--- config.mk ---
export PLATFORM = sky130hd
export DESIGN_NAME = axi_chan_throttle
export DESIGN_NICKNAME = d
export VERILOG_FILES = /design/src/rtl/axi_chan_throttle.sv
export SDC_FILE = /design/constraint.sdc
export NUM_CORES = 1
export LEC_CHECK = 0
export CORE_AREA = 2 2 448 450
export CTS_CLUSTER_DIAMETER = 50
export DETAILED_ROUTE_END_ITERATION = 6
export DIE_AREA = 0 0 450 452
export GPL_TIMING_DRIVEN = 0
export HOLD_SLACK_MARGIN = 0.03
export PLACE_DENSITY = 0.35
export RECOVER_POWER = 25
export SYNTH_ARGS = -nofsm -noshare
export SYNTH_HDL_FRONTEND = slang
export SYNTH_SLANG_ARGS = --single-unit
--- constraint.sdc ---
create_clock -name clk -period 4.93 [get_ports clk]
set_clock_uncertainty 0.2 [all_clocks]
set_input_delay 0.986 -clock clk [delete_from_list [all_inputs] [get_ports clk]]
set_output_delay 0.986 -clock clk [all_outputs]
set_load 0.01 [all_outputs]
--- src/rtl/axi_chan_throttle.sv ---
// axi_chan_throttle: per-lane 2-entry skid buffer with LFSR-driven ready/valid stall injection.
// Define THROTTLE_STATS_EN to build the per-lane saturating upstream stall counters.
module axi_chan_throttle #(
   parameter int unsigned NUM_CH   = 7,
   parameter int unsigned DATA_W   = 64,
   parameter int unsigned IN_PROB  = 1024,
   parameter int unsigned OUT_PROB = 1024,
   parameter logic [15:0] SEED     = 16'hACE1,
   parameter int unsigned CNT_W    = 32
) (
   input  logic                     clk,
   input  logic                     rstn,
   input  logic                     enable,
   input  logic [NUM_CH-1:0]        s_valid,
   output logic [NUM_CH-1:0]        s_ready,
   input  logic [NUM_CH*DATA_W-1:0] s_data,
   output logic [NUM_CH-1:0]        m_valid,
   input  logic [NUM_CH-1:0]        m_ready,
   output logic [NUM_CH*DATA_W-1:0] m_data,
   output logic [NUM_CH*CNT_W-1:0]  stall_cnt
);

   localparam logic [10:0] InProbW  = 11'(IN_PROB);
   localparam logic [10:0] OutProbW = 11'(OUT_PROB);
   localparam logic [15:0] LfsrTaps = 16'hB400;

   for (genvar c = 0; c < NUM_CH; c++) begin : g_lane
      // An all-zero seed would lock the LFSR up.
      localparam logic [15:0] SeedX    = SEED ^ 16'(c + 1);
      localparam logic [15:0] LaneSeed = (SeedX == 16'h0000) ? 16'h0001 : SeedX;

      logic [15:0]       lfsr_q, lfsr_d;
      logic              in_gate_q, out_gate_q;
      logic [1:0]        count_q, count_d;
      logic              head_q, tail_q, hold_q;
      logic [DATA_W-1:0] mem_q [2];
      logic              push, pop;

      assign lfsr_d     = {1'b0, lfsr_q[15:1]} ^ (lfsr_q[0] ? LfsrTaps : 16'h0000);
      assign s_ready[c] = (count_q != 2'd2) & in_gate_q;
      // hold keeps VALID up once offered, regardless of the output gate.
      assign m_valid[c] = (count_q != 2'd0) & (out_gate_q | hold_q);
      assign m_data[c*DATA_W +: DATA_W] = mem_q[head_q];
      assign push       = s_valid[c] & s_ready[c];
      assign pop        = m_valid[c] & m_ready[c];

      always_comb begin
         count_d = count_q;
         if (push && !pop) begin
            count_d = count_q + 2'd1;
         end else if (pop && !push) begin
            count_d = count_q - 2'd1;
         end
      end

      always_ff @(posedge clk) begin
         if (!rstn) begin
            lfsr_q     <= LaneSeed;
            in_gate_q  <= 1'b0;
            out_gate_q <= 1'b0;
            count_q    <= 2'd0;
            head_q     <= 1'b0;
            tail_q     <= 1'b0;
            hold_q     <= 1'b0;
         end else begin
            lfsr_q     <= lfsr_d;
            in_gate_q  <= !enable | ({1'b0, lfsr_q[9:0]} < InProbW);
            out_gate_q <= !enable | ({1'b0, lfsr_q[15:6]} < OutProbW);
            count_q    <= count_d;
            if (push) begin
               tail_q <= !tail_q;
            end
            if (pop) begin
               head_q <= !head_q;
               hold_q <= 1'b0;
            end else if (m_valid[c]) begin
               hold_q <= 1'b1;
            end
         end
      end

      // Payload storage needs no reset; count gates its visibility.
      always_ff @(posedge clk) begin
         if (push) begin
            mem_q[tail_q] <= s_data[c*DATA_W +: DATA_W];
         end
      end

`ifdef THROTTLE_STATS_EN
      logic [CNT_W-1:0] stall_q;

      always_ff @(posedge clk) begin
         if (!rstn) begin
            stall_q <= '0;
         end else if (s_valid[c] && !s_ready[c] && (stall_q != '1)) begin
            stall_q <= stall_q + CNT_W'(1);
         end
      end

      assign stall_cnt[c*CNT_W +: CNT_W] = stall_q;
`else
      assign stall_cnt[c*CNT_W +: CNT_W] = '0;
`endif
   end

endmodule

==> results of run 1 <==
==> flip-flops by register name, indices dropped and copies added, names as in the netlist, named ones only <==
register and flops:
g_lane.count_q 14, g_lane.head_q 7, g_lane.hold_q 7, g_lane.mem_q 896, g_lane.out_gate_q 1, g_lane.tail_q 7
==> final timing paths <==
kind,startpoint,end,slack (ns)
setup / recovery,flop,m_data[93],1.05
hold / removal,g_lane[6].tail_q,g_lane[6].tail_q,0.31
setup reg to reg,g_lane[6].out_gate_q,g_lane[4].mem_q[0][27],2.26
hold reg to reg,g_lane[6].tail_q,g_lane[6].tail_q,0.31
==> metal layers <==
layer	track usage	share of wire	up-vias
li1	-	-	9371
met4	0.03959	0.031	34
met5	0	0.0017	-
met1	0.1262	0.35	9974
met3	0.04508	0.073	362
met2	0.2317	0.54	776
==> area by class of cell <==
class                      count  area, um^2
inverter                      21       78.83
antenna                       21       52.55
multi-input combinational    819        7077
tap                         2656        3323
clock inverter                97        1010
buffer                       288        2162
sequential                   939       27770
clock buffer                 178        4029
fill                       20198      143200
timing repair buffer         958        9965
==> per-stage QoR <==
stage | cells | setup TNS, ns | utilization | power [uW]
6_report | 5977 | 0 | 0.2792 | 24340
5_1_grt | 5966 | 0 | 0.2791 | 25370
4_1_cts | 5956 | 0 | 0.2790 | 24970
3_5_place_dp | 5681 | 0 | 0.2536 | 14080
3_3_place_gp | 5648 | -2498.39 | 0.2495 | 14070
2_1_floorplan | 2067 | 0 | - | 11540
==> where the power goes <==
part | internal (uW) | leakage (uW) | total, uW | switching [uW]
Sequential | 9300 | 0.00856 | 9430 | 127
Clock | 6580 | 0.00243 | 10600 | 4010
Combinational | 2260 | 0.00842 | 4330 | 2060
==> worst reg2reg max path, stage by stage, from the launching register on <==
cell	delay (ns)
dfxtp_1	0.31
buf_6	0.19
buf_4	0.27
o211ai_2	0.23
nor2_4	0.63
buf_12	0.30
buf_12	0.23
==> cells in the final DEF, fill, tap and decap left out, drive strengths merged <==
| master | netlist | final |
|---|---|---|
| clkdlybuf4s50 | 0 | 632 |
| dfxtp | 43 | 43 |
| edfxtp | 896 | 896 |
| o22a | 7 | 7 |
| o21ai | 14 | 14 |
| xnor2 | 14 | 14 |
| o211ai | 7 | 7 |
| clkinv | 0 | 48 |
| xor2 | 7 | 7 |
| dlygate4sd3 | 0 | 293 |
| nor2 | 14 | 14 |
| diode | 0 | 21 |
| a21oi | 7 | 7 |
| ha | 7 | 7 |
| nand2 | 14 | 14 |
| mux2 | 448 | 448 |
| mux2i | 7 | 7 |
| or3 | 7 | 7 |
| bufinv | 0 | 13 |
| buf | 285 | 318 |
| and2 | 21 | 21 |
| a21boi | 7 | 7 |
| clkinvlp | 0 | 16 |
| o21a | 7 | 7 |
| clkbuf | 3 | 181 |
| o221ai | 7 | 7 |
| inv | 21 | 41 |
| conb | 1 | 224 |
==> synth_stat cells <==
cell      number
buf_4        267
o21a_1         7
o21ai_0        7
mux2_2       448
or3_1          7
buf_6          9
o221ai_2       7
buf_2          9
edfxtp_1     896
a21oi_1        7
clkbuf_1       3
mux2i_1        7
conb_1         1
nand2_1       14
o22a_1         7
ha_1           7
inv_1         14
o211ai_2       7
dfxtp_1       43
o21ai_1        7
and2_1        21
nor2_1        14
inv_2          7
xor2_1         7
a21boi_1       7
xnor2_1       14
==> logic make-up (layout without fill, tap and decap cells) <==
group / count (synthesis) / in the layout / share of synthesized area
other cells: 1 / 245 / 0.0001038
mux: 455 / 455 / 0.1415
flops: 939 / 939 / 0.7683
compound gates: 56 / 56 / 0.01284
buf+inv: 309 / 1542 / 0.06200
xor+xnor: 21 / 21 / 0.005089
fa+ha+maj: 7 / 7 / 0.002423
simple gates: 56 / 56 / 0.007755
==> results.json, run 1 <==
{
  "outcome": "finished clean",
  "synth-seq-cells": 939,
  "grt_remaining_overflow": 0,
  "crit_path_max_fanout": 10,
  "worst_slew_pin_slew_ns": 0.9038,
  "clock.fmax_mhz": 257.5,
  "path_cells": "buf_2 -> buf_4 -> mux2_2 -> clkdlybuf4s50_1",
  "core_um2": 198600,
  "synth_area_leader_cell": "edfxtp_1",
  "nets": 3653,
  "syn_area_um2": 36140,
  "dpl_cell_area_um2": 50370,
  "rsz0062_at_grt": "false",
  "max_stage_delay_ns": 0.62,
  "area_growth_pct": 53.46,
  "pre_cts_ws_ns": 1.478,
  "row_count": 164,
  "period_needed_ns": 3.884,
  "io_buffers": 925,
  "post-cts-setup-buffer-count": 0,
  "firstDrtPassIters": 4,
  "path_delay_family": "buffers and inverters",
  "ios": 1151,
  "worstSetupEndpointType": "primary output",
  "cts.sinks": 939,
  "routed_wirelength_mm": 130.0,
  "path_clk_slew_ns": 0.05,
  "holdWs_ns": 0.3083,
  "startpoint_type": "flop",
  "root_buffer": "clkbuf_16",
  "cp_num_cells": 4,
  "ys_seq_area_frac": 0.7683,
  "start_util": 0.1820,
  "worstPathRequired_ns": 3.74,
  "worstSkewPairLatency_ns": 0.77,
  "drtAntennaViolNets": 0,
  "clockBufferDepth": 3,
  "synth_warnings": 0,
  "maxCapViolations": 0,
  "slew_violations": 0,
  "post-route-drc-count": 0,
  "yosys-top-cells-area": "edfxtp_1 74%, mux2_2 14%, buf_4 5.5%, dfxtp_1 2.4%, and2_1 0.36%",
  "ir_drop_v": 0.0002361,
  "crit_buf_inv": 3,
  "synth.distinct_cells": 26,
  "dieArea_um2": 203400,
  "cts_tree": "done",
  "slew-limit-headroom": 0.3961,
  "dp_hpwl_mm": 99.40,
  "reg2reg_depth": 6,
  "setup_ws_ns": 1.046,
  "cts_hold_buf": 0,
  "drtIter0Drc": 929,
  "grt_use_total": 0.1236,
  "final_hold_viol_count": 0,
  "vias": 20517,
  "p_leak_uw": 0.01941,
  "setup_viol": 0,
  "min_period_over_period": 0.7878,
  "critPathSlowestCell": "clkdlybuf4s50_1",
  "yosysTopAreaCellShare": 0.7444,
  "first_global_vias": 20703,
  "htreeDepth": 4,
  "fp.dieH_um": 452,
  "routed_via_density": 3.433,
  "dieWidth_um": 450,
  "netlist_instances": 1844,
  "ctsResizeCount": 0,
  "grt_pass1_wl_mm": 174.5,
  "wl_per_cell_um": 21.75,
  "worstPathArrival_ns": 2.70,
  "path_class": "reg2out",
  "grt_max_degree": 27,
  "p_per_area_nw_per_um2": 438.8,
  "drive_gt1_frac": 0.3142,
  "antenna_found_initial": 116,
  "globalplace.congestion": 0.7615,
  "fin_area_um2": 55460,
  "syn_avg_cell_area_um2": 19.60,
  "cts_made_buffers": 154,
  "whs_path_depth": 2,
  "hp-class": "reg2reg"
}
No activity file was read; power rests on OpenSTA's default activity.
==> inputs of run 2 (changes only) <==
CORE_AREA = 2 2 447 449   (was 2 2 448 450)
DIE_AREA = 0 0 449 451   (was 0 0 450 452)
PLACE_DENSITY = 0.37   (was 0.35)
clock period = 3.3 ns   (was 4.93 ns; I/O delays follow)
==> results.json, run 2 (same netlist as run 1, synthesis figures left out) <==
{
  "outcome": "finished clean",
  "final_cell_mix": "896 x edfxtp_1, 447 x mux2_2, 359 x clkdlybuf4s50_1, 291 x dlygate4sd3_1, 246 x dlygate4sd2_1",
  "grtUsageMet2": 0.2202,
  "rsz0062_at_grt": "true",
  "grt_max_degree": 28,
  "grt_use_total": 0.1191,
  "io_buffers": 925,
  "final_hold_viol_count": 0,
  "post-route-drc-count": 0,
  "row_count": 164,
  "setup_viol": 0,
  "reg2reg_from": "g_lane[6].out_gate_q",
  "dp_cells": 5680,
  "routed_via_density": 3.450,
  "slew_violations": 0,
  "grt_remaining_overflow": 0,
  "dieArea_um2": 202500,
  "holdWs_ns": 0.2812,
  "worstSkewPairLatency_ns": 0.76,
  "p_per_area_nw_per_um2": 655.8,
  "fp.dieH_um": 451,
  "worstPathRequired_ns": 2.44,
  "cts_made_buffers": 147,
  "ios": 1151,
  "min_from": "s_data[299]",
  "largest_register_ffs": 896,
  "slew-limit-headroom": 0.3992,
  "root_buffer": "clkbuf_16",
  "final_common_cell": "edfxtp_1",
  "seq_area_um2": 27770,
  "regMostFlops": "g_lane.mem_q",
  "crit_path_max_fanout": 10,
  "routed_wirelength_mm": 124.4,
  "wl_per_cell_um": 20.80,
  "p_leak_uw": 0.02016,
  "clock.fmax_mhz": 315.4,
  "maxCapViolations": 0,
  "first_global_vias": 20829,
  "antenna_found_initial": 99,
  "met3_usage": 0.04539,
  "nets": 3650,
  "path_class": "reg2out",
  "path_clk_slew_ns": 0.05,
  "min_period_over_period": 0.9607,
  "core_um2": 198200,
  "cts.sinks": 939,
  "grt_pass1_wl_mm": 168.5,
  "pre_cts_ws_ns": 0.1121,
  "worstSetupEndpointType": "primary output",
  "drtAntennaViolNets": 0,
  "ir_drop_v": 0.0004307,
  "firstDrtPassIters": 4,
  "multi_input_area_um2": 7081,
  "dieWidth_um": 449,
  "drtIter0Drc": 822,
  "htreeDepth": 4,
  "hp-class": "in2reg",
  "start_util": 0.1823,
  "setup_ws_ns": 0.1298,
  "layoutNonFillerInstCount": 5981,
  "startpoint_type": "flop",
  "top_regs": "g_lane.mem_q x896, g_lane.count_q x14",
  "dp_hpwl_mm": 94.48,
  "clockBufferDepth": 3,
  "period_needed_ns": 3.170,
  "gr-usage-met1": 0.1253,
  "top_usage_layer": "met2",
  "fill_cells": 20188,
  "area_growth_pct": 54.37,
  "vias": 20635,
  "worstPathArrival_ns": 2.31,
  "drive_gt1_frac": 0.3166,
  "cts_tree": "done",
  "globalplace.congestion": 0.7739,
  "worst_slew_pin_slew_ns": 0.9012
}
[run 2: cell types whose count changed in the layout (fill, tap and decap cells not counted), sizes merged]
cell           before  now
bufinv             13   24
clkbuf            181  179
inv                41   37
bufbuf              0    1
buf               318  322
clkdlybuf4s50     632  359
dlygate4sd3       293  291
clkinvlp           16    8
dlygate4sd2         0  246
clkdlybuf4s15       0    6
clkinv             48   52
dlymetal6s2s        0   21
[run 2: area by class of cell]
| cell class | instances | share of cell area |
|---|---|---|
| antenna | 21 | 0.0009419 |
| tap | 2656 | 0.05956 |
| sequential | 939 | 0.4977 |
| clock buffer | 175 | 0.06896 |
| multi-input combinational | 819 | 0.1269 |
| inverter | 21 | 0.001413 |
| clock inverter | 100 | 0.02397 |
| timing repair buffer | 962 | 0.1750 |
| buffer | 288 | 0.04550 |
[run 2: critical path, cell delays in order (launching register included)]
cell and delay, ns:
dfxtp_1 0.35, buf_12 0.17, buf_6 0.17, mux2_2 0.35, clkdlybuf4s50_1 0.51
[run 2: stage by stage]
stage	total power (uW)	util	area (um^2)	setup TNS, ns
floorplan	17250	-	36980	-758.14
global placement	20960	0.2500	49560	-3519.02
detailed placement	20990	0.2541	50370	0
CTS	37510	0.2808	55660	-0.08698
global route	38180	0.2812	55750	-0.008488
finish	36590	0.2815	55790	0
[run 2: path summary, 6_finish.rpt]
| kind | to | slack [ns] | cells after the start |
|---|---|---|---|
| hold / removal | g_lane[4].mem_q[1][43] | 0.28 | 1 |
| setup / recovery | m_data[92] | 0.13 | 4 |
| hold reg to reg | g_lane[6].tail_q | 0.30 | 2 |
| setup reg to reg | g_lane[4].mem_q[0][48] | 0.58 | 6 |
[run 2: where the power goes]
| group | leakage, uW | internal (uW) | switching [uW] |
|---|---|---|---|
| clock network | 0.00251 | 10300 | 5940 |
| registers | 0.00856 | 13900 | 198 |
| logic | 0.00909 | 3200 | 3040 |
| total | 0.0202 | 27400 | 9170 |
[run 2: metal layers]
metal | vias up | share of wire
li1 | 9388 | -
met1 | 10168 | 0.37
met2 | 766 | 0.54
met3 | 281 | 0.074
met4 | 32 | 0.024
met5 | - | 0.0017
[run 2: what timing repair did]
item / CTS / global route
hold buffers: 0 / 0
gates resized for setup: 367 / 27
endpoints found under the setup margin: 439 / 25
cloned: 1 / 0
buffers inserted: 2 / 2
endpoints found under the hold margin: 0 / 0
